### src/rtl/exec_pkg.sv
// rtl/exec_pkg.sv - shared defaults and A-register operation encoding for exec_unit
package exec_pkg;

    localparam int W_DEFAULT        = 8;
    localparam int CNT_INIT_DEFAULT = 8;

    // Operation applied to A/CF in one cycle; only the highest-priority strobe is honoured.
    typedef enum logic [2:0] {
        AOP_NONE = 3'd0,
        AOP_CLR  = 3'd1,
        AOP_LOAD = 3'd2,
        AOP_ADD  = 3'd3,
        AOP_SUB  = 3'd4,
        AOP_SHR  = 3'd5
    } a_op_e;

    // Fixed priority t6 > t4 > t1 > t9 > t5.
    function automatic a_op_e a_op_select(input logic t6, input logic t4, input logic t1,
                                          input logic t9, input logic t5);
        a_op_e op;
        op = AOP_NONE;
        if (t6) begin
            op = AOP_CLR;
        end else if (t4) begin
            op = AOP_LOAD;
        end else if (t1) begin
            op = AOP_ADD;
        end else if (t9) begin
            op = AOP_SUB;
        end else if (t5) begin
            op = AOP_SHR;
        end
        return op;
    endfunction

endpackage

### src/rtl/exec_unit_if.sv
// rtl/exec_unit_if.sv - strobe, data and result-handshake bundle between automaton and exec_unit
interface exec_unit_if import exec_pkg::*; #(
    parameter int W = W_DEFAULT
) ();

    logic         t1;
    logic         t2;
    logic         t3;
    logic         t4;
    logic         t5;
    logic         t6;
    logic         t7;
    logic         t8;
    logic         t9;
    logic [W-1:0] din;
    logic [W-1:0] dout;
    logic         dout_valid;
    logic         dout_ready;
    logic         x;
    logic         y;
    logic         ovf;

    // Control automaton plus result consumer.
    modport master (
        output t1, t2, t3, t4, t5, t6, t7, t8, t9, din, dout_ready,
        input  dout, dout_valid, x, y, ovf
    );

    // Execution unit.
    modport slave (
        input  t1, t2, t3, t4, t5, t6, t7, t8, t9, din, dout_ready,
        output dout, dout_valid, x, y, ovf
    );

endinterface

### src/rtl/exec_unit_out_holder.sv
// rtl/exec_unit_out_holder.sv - result register with valid/ready handshake and sticky overrun flag
module out_holder import exec_pkg::*; #(
    parameter int W = W_DEFAULT
) (
    input  logic         clk,
    input  logic         res,
    input  logic         load,
    input  logic [W-1:0] load_data,
    input  logic         out_ready,
    output logic [W-1:0] dout,
    output logic         dout_valid,
    output logic         ovf
);

    logic [W-1:0] dout_q;
    logic [W-1:0] dout_d;
    logic         valid_q;
    logic         valid_d;
    logic         ovf_q;
    logic         ovf_d;
    logic         xfer;

    assign xfer = valid_q && out_ready;

    always_comb begin
        dout_d  = dout_q;
        valid_d = valid_q;
        ovf_d   = ovf_q;
        if (xfer) begin
            valid_d = 1'b0;
        end
        if (load) begin
            dout_d  = load_data;
            valid_d = 1'b1;
            // Overrun only when an unconsumed result is replaced.
            if (valid_q && !out_ready) begin
                ovf_d = 1'b1;
            end
        end
    end

    always_ff @(posedge clk) begin
        if (res) begin
            dout_q  <= '0;
            valid_q <= 1'b0;
            ovf_q   <= 1'b0;
        end else begin
            dout_q  <= dout_d;
            valid_q <= valid_d;
            ovf_q   <= ovf_d;
        end
    end

    assign dout       = dout_q;
    assign dout_valid = valid_q;
    assign ovf        = ovf_q;

endmodule

### src/rtl/exec_unit.sv
// rtl/exec_unit.sv - micro-op datapath: A/B registers, carry flag, down-counter C and result output
module exec_unit import exec_pkg::*; #(
    parameter int W        = W_DEFAULT,
    parameter int CNT_INIT = CNT_INIT_DEFAULT
) (
    input  logic       clk,
    input  logic       res,
    exec_unit_if.slave bus
);

    localparam int CW = (CNT_INIT < 2) ? 1 : $clog2(CNT_INIT + 1);

    logic [W-1:0]  a_q;
    logic [W-1:0]  a_d;
    logic [W-1:0]  b_q;
    logic [W-1:0]  b_d;
    logic [CW-1:0] c_q;
    logic [CW-1:0] c_d;
    logic          cf_q;
    logic          cf_d;
    logic [W:0]    sum;
    logic [W:0]    diff;
    a_op_e         a_op;
    logic [W-1:0]  oh_dout;
    logic          oh_valid;
    logic          oh_ovf;

    assign a_op = a_op_select(bus.t6, bus.t4, bus.t1, bus.t9, bus.t5);
    assign sum  = {1'b0, a_q} + {1'b0, b_q};
    // Bit W of the extended difference is the unsigned borrow.
    assign diff = {1'b0, a_q} - {1'b0, b_q};

    always_comb begin
        a_d  = a_q;
        cf_d = cf_q;
        case (a_op)
            AOP_CLR: begin
                a_d  = '0;
                cf_d = 1'b0;
            end
            AOP_LOAD: a_d = bus.din;
            AOP_ADD: begin
                a_d  = sum[W-1:0];
                cf_d = sum[W];
            end
            AOP_SUB: begin
                a_d  = diff[W-1:0];
                cf_d = diff[W];
            end
            AOP_SHR: begin
                a_d  = {1'b0, a_q[W-1:1]};
                cf_d = a_q[0];
            end
            default: begin
                a_d  = a_q;
                cf_d = cf_q;
            end
        endcase
    end

    always_comb begin
        b_d = b_q;
        if (bus.t3) begin
            b_d = bus.din;
        end
    end

    // Counter saturates at zero; reload beats decrement.
    always_comb begin
        c_d = c_q;
        if (bus.t7) begin
            c_d = CW'(CNT_INIT);
        end else if (bus.t2 && (c_q != '0)) begin
            c_d = c_q - CW'(1);
        end
    end

    always_ff @(posedge clk) begin
        if (res) begin
            a_q  <= '0;
            b_q  <= '0;
            c_q  <= '0;
            cf_q <= 1'b0;
        end else begin
            a_q  <= a_d;
            b_q  <= b_d;
            c_q  <= c_d;
            cf_q <= cf_d;
        end
    end

    out_holder #(.W(W)) u_out_holder (
        .clk        (clk),
        .res        (res),
        .load       (bus.t8),
        .load_data  (a_q),
        .out_ready  (bus.dout_ready),
        .dout       (oh_dout),
        .dout_valid (oh_valid),
        .ovf        (oh_ovf)
    );

    // Flags decode registers only, keeping the automaton loop-free.
    assign bus.x          = (c_q == '0);
    assign bus.y          = cf_q;
    assign bus.dout       = oh_dout;
    assign bus.dout_valid = oh_valid;
    assign bus.ovf        = oh_ovf;

endmodule

### src/flat_wrapper.sv
// flat-port wrapper written by rule: the top's interface ports become plain ports
module exec_unit_flat import exec_pkg::*;
#(
    parameter int W        = W_DEFAULT,
    parameter int CNT_INIT = CNT_INIT_DEFAULT
)
  (clk, res, bus_t1, bus_t2, bus_t3, bus_t4, bus_t5, bus_t6, bus_t7, bus_t8, bus_t9, bus_din, bus_dout_ready, bus_dout, bus_dout_valid, bus_x, bus_y, bus_ovf);
  exec_unit_if #(.W(W)) bus_i ();
  input  logic clk;
  input  logic res;
  input wire logic [$bits(bus_i.t1)-1:0] bus_t1;
  input wire logic [$bits(bus_i.t2)-1:0] bus_t2;
  input wire logic [$bits(bus_i.t3)-1:0] bus_t3;
  input wire logic [$bits(bus_i.t4)-1:0] bus_t4;
  input wire logic [$bits(bus_i.t5)-1:0] bus_t5;
  input wire logic [$bits(bus_i.t6)-1:0] bus_t6;
  input wire logic [$bits(bus_i.t7)-1:0] bus_t7;
  input wire logic [$bits(bus_i.t8)-1:0] bus_t8;
  input wire logic [$bits(bus_i.t9)-1:0] bus_t9;
  input wire logic [$bits(bus_i.din)-1:0] bus_din;
  input wire logic [$bits(bus_i.dout_ready)-1:0] bus_dout_ready;
  output wire logic [$bits(bus_i.dout)-1:0] bus_dout;
  output wire logic [$bits(bus_i.dout_valid)-1:0] bus_dout_valid;
  output wire logic [$bits(bus_i.x)-1:0] bus_x;
  output wire logic [$bits(bus_i.y)-1:0] bus_y;
  output wire logic [$bits(bus_i.ovf)-1:0] bus_ovf;
  assign bus_i.t1 = bus_t1;
  assign bus_i.t2 = bus_t2;
  assign bus_i.t3 = bus_t3;
  assign bus_i.t4 = bus_t4;
  assign bus_i.t5 = bus_t5;
  assign bus_i.t6 = bus_t6;
  assign bus_i.t7 = bus_t7;
  assign bus_i.t8 = bus_t8;
  assign bus_i.t9 = bus_t9;
  assign bus_i.din = bus_din;
  assign bus_i.dout_ready = bus_dout_ready;
  assign bus_dout = bus_i.dout;
  assign bus_dout_valid = bus_i.dout_valid;
  assign bus_x = bus_i.x;
  assign bus_y = bus_i.y;
  assign bus_ovf = bus_i.ovf;
  exec_unit #(.W(W), .CNT_INIT(CNT_INIT)) u_core (.clk(clk), .res(res), .bus(bus_i));
endmodule
### config.mk
export PLATFORM = sky130hd
export DESIGN_NAME = exec_unit_flat
export DESIGN_NICKNAME = d
export VERILOG_FILES = /design/src/rtl/exec_pkg.sv /design/src/rtl/exec_unit_if.sv /design/src/rtl/exec_unit_out_holder.sv /design/src/rtl/exec_unit.sv /design/src/flat_wrapper.sv
export SDC_FILE = /design/constraint.sdc
export NUM_CORES = 1
export LEC_CHECK = 0
export CAP_MARGIN = 0
export CORE_MARGIN = 2
export CORE_UTILIZATION = 30
export DETAILED_ROUTE_END_ITERATION = 8
export GPL_ROUTABILITY_DRIVEN = 0
export GPL_TIMING_DRIVEN = 0
export SYNTH_ARGS = -nofsm -noshare
export SYNTH_HDL_FRONTEND = slang
export SYNTH_SLANG_ARGS = --single-unit
### constraint.sdc
create_clock -name clk -period 2.3 [get_ports clk]
set_input_delay 0.23 -clock clk [delete_from_list [all_inputs] [get_ports clk]]
set_output_delay 0.23 -clock clk [all_outputs]
set_load 0.05 [all_outputs]
==> results.yml <==
yosys:
  synthTopCellsByCount: "31 x dfxtp_1, 30 x nor2_1, 19 x inv_1"
  yosys.area.top_type_share: 0.314
  ys.flop_type: "dfxtp_1"
  avgSynthCellArea_um2: 8.41
  ys_seq_area_frac: 0.314
  yosys-top-cells-area: "dfxtp_1 31%, ha_1 11%, mux2i_1 8.6%"
  synth_fp_nets: 274
  synth_top_area_cell: "dfxtp_1"
  synth_warnings: 0
  synth_cell_types: 44
  ys_seq_elements: 31
  netlist_instances: 235
  synth-edff-count: 0
  async_flop_share: 0
  synth.most_common_cell: "dfxtp_1"
  netlist_area_mm2: 0.00198
clock_network:
  cts_root_buf: "clkbuf_8"
  cts_tree: "yes"
  h-tree-depth: 2
  clkTransAtPathRegs_ns: 0.07
  ctsHoldBuffers: 0
  clk_latency_ns: 0.29
  cts_buffers: 5
  clockBufferDepth: 2
  cts_sinks: 31
global_routing:
  grt_pass1_vias: 1677
  antenna_found_initial: 0
  grt_pass1_wl_um: 8500
  grt.total_usage: 0.149
  grt-ovfl-total: 0
  grt_max_degree: 11
worst_setup_path:
  worstRegToRegCells: 8
  crit_type: "register to register"
  reg2reg_setup_slack_ns: 0.12
  crit_path_end: "u_core.a_q[6]"
  critical_path_arrival_ns: 2.40
  cp-end-kind: "register"
  r2r-start: "u_core.a_q[1]"
  cp_slowest_cell: "dfxtp_1"
  start_kind: "register"
  crit_fanout: 6
  crit_path_frequent_cell: "o21ai_2"
  r2r-end: "u_core.a_q[6]"
  path_cells: "inv_1, fa_1, o21bai_1, a21oi_1, o21ai_2, a31oi_1, o32a_1, o21ai_2"
  cpPeakStageDelay_ns: 0.45
  startpoint: "u_core.a_q[1]"
  cp.required_ns: 2.52
die:
  initial_utilization: 0.311
  die_h_um: 85.2
  die_area_mm2: 0.00725
  ios: 32
  rows: 29
  dieWidth_um: 85.2
  coreArea_mm2: 0.00635
final_layout:
  final_util: 0.388
  n_antenna_cell: 0
  synthToLayoutAreaGrowth_pct: 24.6
  layout-drive-gt1-share: 0.0590
  nets: 309
  final_cells: 348
timing:
  setup_violations: 0
  worst_pin_slew_ns: 0.965
  maxSlewHeadroom: 0.355
  post-route-period-util: 0.948
  period_needed_ns: 2.18
  finalClockSkew_ns: 0.00578
  hold_violations: 0
  rsz0062_at_grt: "false"
  drv_slew: 0
  fmax_mhz: 459
routing:
  drtIter0Drc: 134
  drc: 0
  wl_met1_um: 2430
  viasPerCell: 5.15
  finalWirelength_um: 5080
  route.top_layer_used: "met4"
  wl_met3_um: 307
  drt_pass1_iterations: 4
  dr_total_vias: 1791
  ant_nets: 0
  routed-wl-met2_um: 2260
  wl_per_cell_um: 14.6
job:
  cap_violations: 0
pwr:
  vdd_ir_drop_max_v: 0.000350
  leakagePower_uw: 0.000986
  p_per_area_mw_per_mm2: 608
  finalPower_uw: 1500
worst_hold_path:
  hp-class: "input port to register"
place:
  hpwl_um: 3670
  portBuffers: 28
  placed_cells: 340
status:
  status: "finished, final reports clean"
## cells by family (layout without fill, tap and decap cells)
group	count (synthesis)	after routing	synth area share
AO/OA/AOI/OAI	63	63	0.216
XOR/XNOR	3	3	0.0133
adder cells (fa/ha/maj)	19	19	0.128
buffers and inverters	30	66	0.0608
flip-flops	31	31	0.314
multiplexers	17	17	0.0861
AND/OR/NAND/NOR	72	72	0.182
## layout make-up
cell class | instances | area (um2)
Multi-Input combinational cell | 174 | 1240
Buffer | 11 | 48.8
Timing Repair Buffer | 28 | 280
Clock buffer | 8 | 100
Tap cell | 77 | 96.3
Fill cell | 657 | 3890
Sequential cell | 31 | 622
Inverter | 19 | 71.3
## power breakdown
group	total (uW)	internal [uW]	switching, uW
Sequential	607	572	35.3
Combinational	407	172	235
Clock	484	273	211
Total	1500	1020	482
## sequential cells by signal (all words and copies together), names as in the netlist
signal	flops
u_core.a_q	8
u_core.b_q	8
u_core.u_out_holder.dout	8
u_core.c_q	4
u_core.bus.y	1
u_core.u_out_holder.dout_valid	1
u_core.u_out_holder.ovf	1
## through the flow
stage / hold slack [ns] / setup slack (ns) / area, um2 / TNS (ns)
after floorplan: 0.307 / 0.302 / 1980 / 0
after global placement: 0.450 / -0.0235 / 2360 / -0.0235
after detailed placement: 0.466 / -0.0133 / 2360 / -0.0133
after CTS: 0.376 / 0.0135 / 2460 / 0
after global routing: 0.417 / 0.00162 / 2460 / 0
final: 0.378 / 0.119 / 2460 / 0
## what timing repair did
action,CTS,global route
buffers inserted,0,0
setup endpoints to repair,0,1
resized for setup,0,2
## metal layers
metal / vias to the layer above / GRT usage
met2: 51 / 0.234
met3: 7 / 0.0292
met5: - / 0
met4: 0 / 0.0476
li1: 914 / -
met1: 819 / 0.205
## critical path: cells and delay by family, from the launching register on
| kind | cells | cell delay (ns) |
|---|---|---|
| compound gates | 6 | 1.09 |
| fa+ha+maj | 1 | 0.45 |
| buf+inv | 1 | 0.13 |
| flops | 1 | 0.45 |
## how the worst min path moves through the flow
stage	from	depth (start not counted)	to	slack, ns
floorplan	bus_t7	1	u_core.c_q[0]	0.31
global placement	u_core.u_out_holder.ovf	2	u_core.u_out_holder.ovf	0.45
detailed placement	u_core.u_out_holder.ovf	2	u_core.u_out_holder.ovf	0.47
CTS	res	3	u_core.a_q[6]	0.38
global route	res	3	u_core.a_q[6]	0.42
finish	res	3	u_core.a_q[6]	0.38
## placed cells by master, fill, tap and decap left out, types with 2 or more instances in the layout
cell type,netlist,routed
fa_1,2,2
o21ai_0,8,8
clkbuf_1,10,11
mux2i_1,17,17
a21o_1,3,3
a31oi_1,8,8
xnor2_1,2,2
dfxtp_1,31,30
clkbuf_8,0,7
o21ai_2,1,2
ha_1,17,17
o21ai_1,4,3
inv_1,19,19
nor3b_2,1,2
a222oi_1,7,7
clkdlybuf4s50_1,0,28
o31ai_1,2,2
nand2_1,10,10
a21oi_1,15,15
nor2_1,30,30
nor2b_1,7,7
nand3_1,2,2
o21bai_1,4,4
nor3_1,8,8
nand2b_1,5,5
No activity file was read; power rests on OpenSTA's default activity.
